### config.mk
export PLATFORM = sky130hd
export DESIGN_NAME = alu_seq_ctrl_flat
export DESIGN_NICKNAME = d
export VERILOG_FILES = /design/src/rtl/alu_seq_ctrl_if.sv /design/src/rtl/alu_seq_ctrl.sv /design/src/flat_wrapper.sv
export SDC_FILE = /design/constraint.sdc
export NUM_CORES = 1
export LEC_CHECK = 0
export BUFFER_PORTS_ARGS = -buffer_cell sky130_fd_sc_hd__buf_2
export CAP_MARGIN = 20
export CORE_UTILIZATION = 50
export DETAILED_ROUTE_END_ITERATION = 7
export GPL_TIMING_DRIVEN = 0
export PLACE_DENSITY = 0.93
export SETUP_SLACK_MARGIN = 0.05
export SLEW_MARGIN = 20
export SYNTH_ARGS = -nofsm -noshare
export SYNTH_HDL_FRONTEND = slang
export SYNTH_SLANG_ARGS = --single-unit
### constraint.sdc
create_clock -name clk -period 4 [get_ports clk]
set_input_delay 0.6 -clock clk [delete_from_list [all_inputs] [get_ports clk]]
set_output_delay 0.6 -clock clk [all_outputs]
set_load 0.02 [all_outputs]
### src/rtl/alu_seq_ctrl_if.sv
// Request/response handshake bundle for the ALU sequencer.
// The master drives requests and accepts results.
interface alu_seq_ctrl_if;
  logic        in_valid;
  logic        in_ready;
  logic [31:0] in_a;
  logic [31:0] in_b;
  logic [2:0]  in_cmd;
  logic        out_valid;
  logic        out_ready;
  logic [31:0] out_result;
  logic        out_carryout;
  logic        out_zero;
  logic        out_overflow;

  modport master (
    output in_valid, in_a, in_b, in_cmd, out_ready,
    input  in_ready, out_valid, out_result,
    input  out_carryout, out_zero, out_overflow
  );

  modport slave (
    input  in_valid, in_a, in_b, in_cmd, out_ready,
    output in_ready, out_valid, out_result,
    output out_carryout, out_zero, out_overflow
  );
endinterface

### src/rtl/alu_seq_ctrl.sv
// Sequences one ALU operation at a time: latch operands, wait for
// the ALU to settle, capture result, hold until the consumer takes it.
module alu_seq_ctrl #(
  parameter int unsigned SETTLE_CYCLES = 4
) (
  input  logic          clk,
  input  logic          reset_n,
  alu_seq_ctrl_if.slave bus,
  output logic [31:0]   alu_a,
  output logic [31:0]   alu_b,
  output logic [2:0]    alu_cmd,
  input  logic [31:0]   alu_result,
  input  logic          alu_carryout,
  input  logic          alu_zero,
  input  logic          alu_overflow,
  output logic [15:0]   ops_done
);

  typedef enum logic [1:0] {
    IDLE   = 2'd0,
    SETTLE = 2'd1,
    HOLD   = 2'd2
  } state_t;

  localparam logic [7:0] LOAD = 8'(SETTLE_CYCLES);

  state_t      state;
  state_t      state_nxt;
  logic [7:0]  cnt;
  logic        accept;
  logic        capture;
  logic        retire;
  logic [31:0] res_q;
  logic        co_q;
  logic        z_q;
  logic        ov_q;

  always_ff @(posedge clk) begin
    if (!reset_n) state <= IDLE;
    else          state <= state_nxt;
  end

  always_comb begin
    state_nxt = state;
    accept    = 1'b0;
    capture   = 1'b0;
    retire    = 1'b0;
    unique case (state)
      IDLE: begin
        if (bus.in_valid) begin
          accept    = 1'b1;
          state_nxt = SETTLE;
        end
      end
      SETTLE: begin
        if (cnt == 8'd1) begin
          capture   = 1'b1;
          state_nxt = HOLD;
        end
      end
      HOLD: begin
        if (bus.out_ready) begin
          retire    = 1'b1;
          state_nxt = IDLE;
        end
      end
      default: state_nxt = IDLE;
    endcase
  end

  // Operand registers only move on acceptance so the ALU sees
  // stable inputs from one request to the next.
  always_ff @(posedge clk) begin
    if (!reset_n) begin
      alu_a   <= '0;
      alu_b   <= '0;
      alu_cmd <= '0;
      cnt     <= '0;
    end else if (accept) begin
      alu_a   <= bus.in_a;
      alu_b   <= bus.in_b;
      alu_cmd <= bus.in_cmd;
      cnt     <= LOAD;
    end else if (state == SETTLE) begin
      cnt     <= cnt - 8'd1;
    end
  end

  always_ff @(posedge clk) begin
    if (!reset_n) begin
      res_q <= '0;
      co_q  <= 1'b0;
      z_q   <= 1'b0;
      ov_q  <= 1'b0;
    end else if (capture) begin
      res_q <= alu_result;
      co_q  <= alu_carryout;
      z_q   <= alu_zero;
      ov_q  <= alu_overflow;
    end
  end

  always_ff @(posedge clk) begin
    if (!reset_n)    ops_done <= '0;
    else if (retire) ops_done <= ops_done + 16'd1;
  end

  assign bus.in_ready     = (state == IDLE);
  assign bus.out_valid    = (state == HOLD);
  assign bus.out_result   = res_q;
  assign bus.out_carryout = co_q;
  assign bus.out_zero     = z_q;
  assign bus.out_overflow = ov_q;

endmodule

### src/flat_wrapper.sv
// flat-port wrapper written by rule: the top's interface ports become plain ports
module alu_seq_ctrl_flat 
#(
  parameter int unsigned SETTLE_CYCLES = 4
)
  (clk, reset_n, alu_a, alu_b, alu_cmd, alu_result, alu_carryout, alu_zero, alu_overflow, ops_done, bus_in_valid, bus_in_a, bus_in_b, bus_in_cmd, bus_out_ready, bus_in_ready, bus_out_valid, bus_out_result, bus_out_carryout, bus_out_zero, bus_out_overflow);
  alu_seq_ctrl_if bus_i ();
  input  logic clk;
  input  logic reset_n;
  output logic [31:0] alu_a;
  output logic [31:0] alu_b;
  output logic [2:0] alu_cmd;
  input  logic [31:0] alu_result;
  input  logic alu_carryout;
  input  logic alu_zero;
  input  logic alu_overflow;
  output logic [15:0] ops_done;
  input wire logic [$bits(bus_i.in_valid)-1:0] bus_in_valid;
  input wire logic [$bits(bus_i.in_a)-1:0] bus_in_a;
  input wire logic [$bits(bus_i.in_b)-1:0] bus_in_b;
  input wire logic [$bits(bus_i.in_cmd)-1:0] bus_in_cmd;
  input wire logic [$bits(bus_i.out_ready)-1:0] bus_out_ready;
  output wire logic [$bits(bus_i.in_ready)-1:0] bus_in_ready;
  output wire logic [$bits(bus_i.out_valid)-1:0] bus_out_valid;
  output wire logic [$bits(bus_i.out_result)-1:0] bus_out_result;
  output wire logic [$bits(bus_i.out_carryout)-1:0] bus_out_carryout;
  output wire logic [$bits(bus_i.out_zero)-1:0] bus_out_zero;
  output wire logic [$bits(bus_i.out_overflow)-1:0] bus_out_overflow;
  assign bus_i.in_valid = bus_in_valid;
  assign bus_i.in_a = bus_in_a;
  assign bus_i.in_b = bus_in_b;
  assign bus_i.in_cmd = bus_in_cmd;
  assign bus_i.out_ready = bus_out_ready;
  assign bus_in_ready = bus_i.in_ready;
  assign bus_out_valid = bus_i.out_valid;
  assign bus_out_result = bus_i.out_result;
  assign bus_out_carryout = bus_i.out_carryout;
  assign bus_out_zero = bus_i.out_zero;
  assign bus_out_overflow = bus_i.out_overflow;
  alu_seq_ctrl #(.SETTLE_CYCLES(SETTLE_CYCLES)) u_core (.clk(clk), .reset_n(reset_n), .bus(bus_i), .alu_a(alu_a), .alu_b(alu_b), .alu_cmd(alu_cmd), .alu_result(alu_result), .alu_carryout(alu_carryout), .alu_zero(alu_zero), .alu_overflow(alu_overflow), .ops_done(ops_done));
endmodule
# Yosys cells after proc, flatten, opt, wreduce, memory -nomap -nowiden
# Index checks and enable logic that the tools add are counted.
[word_totals] ff_bits=128 input_bits=106 out_inout_bits=120 word_cells=36
[classes] addsub=2 n_eq_ne=6 muxes=12 n_bitwise=1 reduce_logical=4
[op_table] op="$add 16x1->16 const B" count=1
[op_table] op="$eq 8x1->1 const B" count=1
[op_table] op="$sub 8x1->8 const B" count=1
[op_table] op="$mux 1" count=6
[op_table] op="$mux 2" count=3
[op_table] op="$mux 3" count=2
[op_table] op="$pmux 2 s3" count=1
[op_table] op="$ne 2x2->1 const B" count=2
[op_table] op="$reduce_and 3->1" count=1
[op_table] op="$eq 2x1->1 const B" count=1
[op_table] op="$eq 2x2->1 const B" count=1
[op_table] op="$logic_not 2->1" count=1
[op_table] op="$ne 2x1->1 const B" count=1
[op_table] op="$reduce_bool 2->1" count=1
[op_table] op="$reduce_or 2->1" count=1
[op_table] op="$not 1->1" count=1

# Depth between registers and ports, before layout
# Gate-level depths: netlist (run 1).
[depth] word_depth=3 mapped_depth=8 depth_no_buf=5

# Worst setup path after synthesis (run 1)
# Ideal clock, no wire load.
[synth_path] kind="register -> register" startpoint="register u_core.ops_done[0]" endpoint="register u_core.ops_done[14]" setup_time_ns=0.070 arrival_time_ns=1.746 t_required_ns=3.930 path_slack_ns=2.183 stages_incl_launch_ff=6 n_path_buf=0 period_less_slack_ns=1.817 cell_sequence="dfxtp_1 -> ha_1 -> nand2_1 -> or4_4 -> or3_1 -> a21oi_1"
[synth_via] elab_chain_len=1
[synth_lines] item="from (decl)" line_no="alu_seq_ctrl.sv:16" rtl="output logic [15:0] ops_done"
[synth_lines] item="from (signal assigned)" line_no="alu_seq_ctrl.sv:105" rtl="else if (retire) ops_done <= ops_done + 16'd1;"
[synth_lines] item="$add 16x1->16" line_no="alu_seq_ctrl.sv:105"
# No other way between the ends.
# A chain may end at the register's enable or synchronous reset.

# Worst setup path after layout (run 1)
[layout_path] startpoint="register u_core.state[1]" endpoint="output bus_out_valid"
[layout_via] elab_chain_len=1
[layout_lines] item="from (decl)" line_no="alu_seq_ctrl.sv:27" rtl="state_t state;"
[layout_lines] item="from (signal assigned)" line_no="alu_seq_ctrl.sv:40" rtl="else state <= state_nxt;"
[layout_lines] item="$eq 2x2->1" line_no="alu_seq_ctrl.sv:109" rtl="assign bus.out_valid = (state == HOLD);"
[layout_lines] item="to (decl)" line_no="flat_wrapper.sv:24" rtl="output wire logic [$bits(bus_i.out_valid)-1:0] bus_out_valid;"
# No other way between the ends.

==> impl_metrics.toml, run 1 <==
[yosys]
synth_area_per_cell_um2 = 8.022
syn_nets = 702
synthFlopType = "dfxtp_1"
synth-edff-count = 0
synth.distinct_cells = 33
yosys-top-cells-count = "nand2_1, dfxtp_1, a21oi_1, nand3_1, o21ai_0"
yosysWarnings = 0
syn_area_mm2 = 0.004757
netlist_top_cells_area = "dfxtp_1, nand2_1, a21oi_1"
yosysSeqAreaShare = 0.5387
yosys.area.top_type_share = 0.5387
netlist_instances = 593
synth_most_common_cell = "nand2_1"
synth_seq_cells = 128
yosysTopAreaCell = "dfxtp_1"
synthArstFlopShare = 0

[timing]
worst_clock_skew_ns = 0.008513
max_slew_margin = 0.6178
fmax_mhz = 448.4
grt_setup_unrepaired = "no"
hold_violations = 0
finalCriticalPeriod_ns = 2.230
fin_setup_tns_ns = 0
post-route-period-util = 0.5576
timing.final.max_slew_violations = 0
tightest_slew_ns = 0.5680
final-setup-viol-count = 0

[setup_path]
worst_setup_path_end_kind = "output pin"
critPathLaunchType = "flip-flop"
cp.required_ns = 3.40
path_class = "flip-flop to output pin"
critPathMaxFanout = 10
r2r_slack_ns = 1.93
cp.arrival_ns = 1.63

[run]
drv_cap = 0

[pwr]
sw_frac_of_total = 0.2499
p_leak_nw = 3.134
switchingPower_uw = 824.6
p_per_area_mw_per_mm2 = 496.3
power_frac_comb = 0.108
internal_power_mw = 2.475
power_frac_seq = 0.413
ir_drop_uv = 314.0
pwr-share-clk = 0.479

[hold_path]
holdCritPathClass = "input port to flip-flop"

[finish]
drive_above_1_share = 0.3110
finalInstanceArea_mm2 = 0.006649
layout-area-overhead-vs-synth_pct = 39.77
diodes = 0
final_net_count = 945

[cts]
htree_levels = 4
cts_setup_buffers = 0
clk_latency_ns = 0.51
cts_tree = "yes"
ctsHoldBuffers = 0
cts_resized = 0
clock_sinks = 128
root_buffer = "clkbuf_8"
ctsLongestPathBuffers = 2
clk_pin_slew_ns = 0.06
cts_made_buffers = 17

[routing]
drt_first_pass_iters = 4
wl_per_cell_um = 13.51
viasPerCell = 5.030
drcViolationCount = 0
ant_nets = 0
drt-total-wl_um = 13210
first_iter_violations = 136
num_vias = 4919

[die]
dieWidth_um = 99.54
rows = 35
die_h_um = 99.54
initial_core_util = 0.5148
die_area_mm2 = 0.009908
coreArea_mm2 = 0.009240
boundaryPins = 226

[global_route]
antenna_found_initial = 0
grt_overflow = 0
grt_max_degree = 17
grt_pass1_vias = 4620
grt_pass1_wl_um = 20930
grt_util_all_layers = 0.2682

[placement]
hpwl_um = 9949
place_area_mm2 = 0.006040
gp_congestion = 0.8347
portBuffers = 224

[run_status]
status = "finished clean"
layout make-up:
| cell class | count | area, µm² |
|---|---|---|
| inverters | 4 | 15.01 |
| multi-input cells | 419 | 2007 |
| clock inverters | 13 | 187.7 |
| flip-flops and latches | 128 | 2562 |
| fillers | 751 | 2591 |
| repair buffers | 224 | 1121 |
| plain buffers | 42 | 172.7 |
| clock buffers | 19 | 421.7 |
| well taps | 129 | 161.4 |
layout by cell type, fill, tap and decap left out, types with 2 or more instances in the layout:
master and instances:
nand3b_1 2, clkbuf_16 16, ha_1 3, nor2b_1 2, xor2_1 10, nand2_1 182, clkinv_2 2, inv_1 4
buf_1 4, buf_2 230, a21oi_1 74, nand4_1 2, or3_1 2, dfxtp_1 128, nor2_1 27, o21ai_1 2
xnor2_1 6, and3_1 3, clkinv_4 3, nand3_1 45, clkinvlp_4 3, bufinv_16 4, nor4_1 3, nor3_1 2
o21ai_0 37, clkbuf_1 33, mux2i_1 2, and4_1 3, nand2b_1 4
state kept, by name (all words and copies together), names as in the netlist:
name / cells
u_core.alu_a: 32
u_core.alu_b: 32
u_core.alu_cmd: 3
u_core.bus.out_carryout: 1
u_core.bus.out_overflow: 1
u_core.bus.out_result: 32
u_core.bus.out_zero: 1
u_core.cnt: 8
u_core.ops_done: 16
u_core.state: 2
kinds of logic after synthesis:
| family | after synthesis | share of synthesized area |
|---|---|---|
| simple gates | 284 | 0.2596 |
| fa+ha+maj | 3 | 0.007891 |
| buf+inv | 46 | 0.03945 |
| xor+xnor | 16 | 0.02946 |
| flops | 128 | 0.5387 |
| compound gates | 114 | 0.1207 |
| mux | 2 | 0.004208 |
metal layers:
metal	part of all wire	routed length [µm]	GRT usage
met2	0.52	6850	0.4995
met1	0.39	5146	0.2795
met4	0.017	222	0.1120
met3	0.075	994	0.08011
met5	0	0	0
path summary, 6_finish.rpt:
kind / start / to / cells past startpoint
setup / recovery: u_core.state[1] / bus_out_valid / 3
hold / removal: bus_in_a[15] / u_core.alu_a[15] / 3
setup reg to reg: u_core.cnt[3] / u_core.bus.out_result[12] / 5
hold reg to reg: u_core.alu_b[19] / u_core.alu_b[19] / 2
power groups by stage:
stage               logic (mW)  clock network, mW  registers, mW
global route             0.393               1.66           1.37
detailed placement       0.354                  0           1.39
CTS                      0.357               1.60           1.36
global placement         0.348                  0           1.38
finish                   0.356               1.58           1.36
floorplan                0.150                  0           1.45
metrics by stage:
step | worst slack [ns] | cells | util | hold slack [ns] | power [mW]
floorplan | 2.183 | 593 | - | 0.4775 | 1.595
global placement | 1.932 | 946 | 0.6536 | 0.4387 | 1.733
detailed placement | 1.904 | 946 | 0.6536 | 0.4432 | 1.743
CTS | 1.752 | 978 | 0.7196 | 0.3130 | 3.321
global route | 1.672 | 978 | 0.7196 | 0.3195 | 3.415
finish | 1.770 | 978 | 0.7196 | 0.3263 | 3.300
worst max-delay path, cell delays in order, from the launching register on:
cell and delay, ns:
dfxtp_1 0.31, buf_2 0.21, nor2b_1 0.36, buf_2 0.24
Note: power is estimated with default switching activity, not from simulation.
==> run 2: changes to the inputs <==
- CORE_UTILIZATION: 50 -> 42
- PLACE_DENSITY: 0.93 -> 0.84
- clock period: 4 -> 2 ns (I/O delays scaled with it)
==> impl_metrics.toml, run 2 (synthesis gave the netlist of run 1 again) <==
[hold_path]
holdCritPathClass = "input port to flip-flop"
min_path_cells = 3

[setup_path]
path_class = "flip-flop to output pin"
critPathLaunchType = "flip-flop"
cp.arrival_ns = 1.52
critPathMaxFanout = 10
worst_setup_path_end_kind = "output pin"
cp.required_ns = 1.70
reg2regPathDepth = 5

[die]
die_h_um = 108.4
dieWidth_um = 108.4
rows = 38
boundaryPins = 226
die_area_mm2 = 0.01176
coreArea_mm2 = 0.01094
initial_core_util = 0.4350

[finish]
mostFrequentLayoutCells = "buf_2, nand2_1, dfxtp_1, a21oi_1, nand3_1"
layout_commonest_cell = "buf_2"
drive_above_1_share = 0.3129
layout-area-overhead-vs-synth_pct = 39.56
final_net_count = 946
finalInstanceArea_mm2 = 0.006639
diodes = 0

[timing]
fmax_mhz = 548.7
final-setup-viol-count = 0
tightest_slew_ns = 0.5902
grt_setup_unrepaired = "no"
max_slew_margin = 0.6065
post-route-period-util = 0.9112
finalCriticalPeriod_ns = 1.822
timing.final.max_slew_violations = 0
hold_violations = 0
worst_clock_skew_ns = 0.007528
fin_ws_ns = 0.1777

[placement]
portBuffers = 224
dpl_worst_slack_ns = -0.01974
hpwl_um = 9397
gp_congestion = 0.7902
place_area_mm2 = 0.006053

[cts]
ctsLongestPathBuffers = 2
clk_pin_slew_ns = 0.06
clock_sinks = 128
ctsHoldBuffers = 0
htree_levels = 4
root_buffer = "clkbuf_16"
cts_made_buffers = 17
cts_tree = "yes"
clk_latency_ns = 0.41

[routing]
drcViolationCount = 0
drt_first_pass_iters = 4
first_iter_violations = 193
drt-total-wl_um = 13040
num_vias = 4875
viasPerCell = 4.924
ant_nets = 0
wl_per_cell_um = 13.17

[global_route]
grt_overflow = 0
grt_pass1_wl_um = 20270
grt_util_all_layers = 0.2209
grt_pass1_vias = 4388
antenna_found_initial = 0
grt_max_degree = 17

[pwr]
p_leak_nw = 3.130
pwr-share-clk = 0.464
power_frac_seq = 0.425
p_per_area_mw_per_mm2 = 966.2
internal_power_mw = 4.788
power_frac_comb = 0.111
ir_drop_uv = 653.5
sw_frac_of_total = 0.2536
switchingPower_mw = 1.626

[run_status]
status = "finished clean"

[run]
drv_cap = 0
-- run 2: per-stage QoR --
stage / hold WS, ns / std cells / utilization / TNS [ns] / power (mW)
after CTS: 0.1101 / 990 / 0.6061 / 0 / 6.462
after global routing: 0.1105 / 990 / 0.6071 / 0 / 6.677
final: 0.1235 / 990 / 0.6071 / 0 / 6.414
after floorplan: 0.4326 / 593 / - / 0 / 3.190
after detailed placement: 0.4432 / 957 / 0.5535 / -0.01974 / 3.484
after global placement: 0.4385 / 957 / 0.5535 / 0 / 3.470
-- run 2: critical path: stages (launching register included) --
cell     delay [ns]
dfxtp_1        0.30
buf_2          0.20
nor2b_1        0.37
buf_2          0.25
-- run 2: path summary, 6_finish.rpt --
kind / start / end / slack (ns)
setup / recovery: u_core.state[1] / bus_out_valid / 0.18
hold / removal: bus_in_a[0] / u_core.alu_a[0] / 0.12
setup reg to reg: u_core.ops_done[0] / u_core.ops_done[14] / 0.18
hold reg to reg: u_core.alu_a[8] / u_core.alu_a[8] / 0.45
-- run 2: layout make-up --
cell class | instances | area, µm²
Buffer | 42 | 177.7
Clock buffer | 22 | 454.2
Clock inverter | 10 | 112.6
Fill cell | 962 | 4297
Inverter | 4 | 15.01
Multi-Input combinational cell | 419 | 2013
Sequential cell | 128 | 2562
Tap cell | 140 | 175.2
Timing Repair Buffer | 225 | 1129
-- run 2: repair_timing --
action / in CTS / in global routing
gates cloned: 0 / 0
setup buffers: 1 / 0
pin swaps: 1 / 0
resized for setup: 0 / 6
endpoints found under the setup margin: 35 / 51
-- run 2: power groups by stage --
stage	Combinational [mW]	Sequential, mW	Clock, mW
CTS	0.713	2.72	3.03
floorplan	0.299	2.89	0
global route	0.789	2.74	3.15
finish	0.712	2.73	2.98
detailed placement	0.707	2.78	0
global placement	0.697	2.77	0
-- run 2: per-layer routing --
metal / part of all wire / track usage / vias to the layer above
met2: 0.49 / 0.3843 / 196
met4: 0.012 / 0.07529 / 0
li1: - / - / 2456
met5: 0 / 0 / -
met1: 0.41 / 0.2446 / 2203
met3: 0.092 / 0.08559 / 20
==> run 3: changes to the inputs <==
- BUFFER_PORTS_ARGS: -buffer_cell sky130_fd_sc_hd__buf_2 -> -buffer_cell sky130_fd_sc_hd__buf_4
- CAP_MARGIN: 20 -> unset
==> impl_metrics.toml, run 3 (synthesis gave the netlist of run 1 again) <==
[routing]
drt-total-wl_um = 13510
wl_per_cell_um = 13.66
num_vias = 4915
ant_nets = 0
first_iter_violations = 202
viasPerCell = 4.970
drt_first_pass_iters = 5
drcViolationCount = 0

[cts]
htree_levels = 4
cts_tree = "yes"
ctsLongestPathBuffers = 2
clock_sinks = 128
root_buffer = "clkbuf_16"
clk_latency_ns = 0.41
clk_pin_slew_ns = 0.05
cts_made_buffers = 17

[setup_path]
critPathMaxFanout = 5
worst_setup_path_end_kind = "flip-flop"
path_class = "flip-flop to flip-flop"
cp.required_ns = 2.34
cp.arrival_ns = 2.16
critPathLaunchType = "flip-flop"

[timing]
fin_ws_ns = 0.1736
fmax_mhz = 547.5
finalCriticalPeriod_ns = 1.826
final-setup-viol-count = 0
post-route-period-util = 0.9132
fin_setup_tns_ns = 0
hold_slack_ns = 0.1300
grt_setup_unrepaired = "yes"
tightest_slew_ns = 0.6085
timing.final.max_slew_violations = 0
hold_violations = 0
max_slew_margin = 0.5943
worst_clock_skew_ns = 0.004150

[finish]
fin_util = 0.6601
layout-area-overhead-vs-synth_pct = 51.74
layout_commonest_cell = "buf_4"
drive_above_1_share = 0.3086
fillers = 923
final_net_count = 946
mostFrequentLayoutCells = "buf_4, nand2_1, dfxtp_1, a21oi_1, nand3_1"
final_cells = 989
diodes = 0
finalInstanceArea_mm2 = 0.007218

[pwr]
internal_power_mw = 5.080
p_per_area_mw_per_mm2 = 920.3
p_leak_nw = 3.233
sw_frac_of_total = 0.2353
ir_drop_uv = 576.0
power_frac_seq = 0.411
pwr-share-clk = 0.465
power_frac_comb = 0.124
switchingPower_mw = 1.563
power_mw = 6.643

[hold_path]
holdCritPathClass = "input port to flip-flop"

[die]
initial_core_util = 0.4350
die_h_um = 108.4
coreArea_mm2 = 0.01094
rows = 38
dieWidth_um = 108.4
die_area_mm2 = 0.01176
boundaryPins = 226

[placement]
hpwl_um = 9687
gp_congestion = 0.7787
portBuffers = 224
dpl_worst_slack_ns = -0.003684
dp.cells = 957
place_area_mm2 = 0.006614

[run]
drv_cap = 0

[global_route]
grt_overflow = 0
grt_pass1_wl_um = 20820
antenna_found_initial = 0
grt_util_all_layers = 0.2300
grt_max_degree = 17
grt_pass1_vias = 4529

[run_status]
status = "finished clean"
run 3: what timing repair did:
| action | 4_1_cts | 5_1_grt |
|---|---|---|
| setup endpoints to repair | 34 | 45 |
| setup buffers | 1 | 0 |
| hold endpoints to repair | 0 | 0 |
| resized for setup | 0 | 3 |
| hold buffers | 0 | 0 |
| pin swaps | 1 | 0 |
run 3: area by class of cell:
class | count | area (µm²) | share of cell area
Sequential cell | 128 | 2562 | 0.3550
Timing Repair Buffer | 225 | 1689 | 0.2340
Clock inverter | 6 | 105.1 | 0.01456
Clock buffer | 25 | 485.5 | 0.06726
Tap cell | 140 | 175.2 | 0.02427
Inverter | 4 | 15.01 | 0.002080
Multi-Input combinational cell | 419 | 2013 | 0.2789
Buffer | 42 | 172.7 | 0.02392
run 3: layer usage:
metal	share of wire	vias up	GRT usage
met5	0	-	0
met4	0.016	0	0.09459
met3	0.099	17	0.09584
met2	0.49	197	0.4028
met1	0.39	2249	0.2420
li1	-	2452	-
run 3: final timing paths:
path	from	endpoint	slack, ns	depth (start not counted)
max reg2reg	u_core.ops_done[0]	u_core.ops_done[14]	0.17	5
min	alu_result[22]	u_core.bus.out_result[22]	0.13	3
max	u_core.ops_done[0]	u_core.ops_done[14]	0.17	5
min reg2reg	u_core.alu_a[4]	u_core.alu_a[4]	0.45	2
run 3: power groups by stage:
| stage | clock network (mW) | logic (mW) | registers (mW) |
|---|---|---|---|
| floorplan | 0 | 0.299 | 2.89 |
| global placement | 0 | 0.806 | 2.78 |
| detailed placement | 0 | 0.818 | 2.78 |
| CTS | 3.15 | 0.825 | 2.73 |
| global route | 3.26 | 0.899 | 2.74 |
| finish | 3.09 | 0.822 | 2.73 |
run 3: worst max-delay path: stages (launching register included):
cell and delay [ns]:
dfxtp_1 0.41, ha_1 0.19, nand2_1 0.12, or4_4 0.57, or3_1 0.32, a21oi_1 0.15
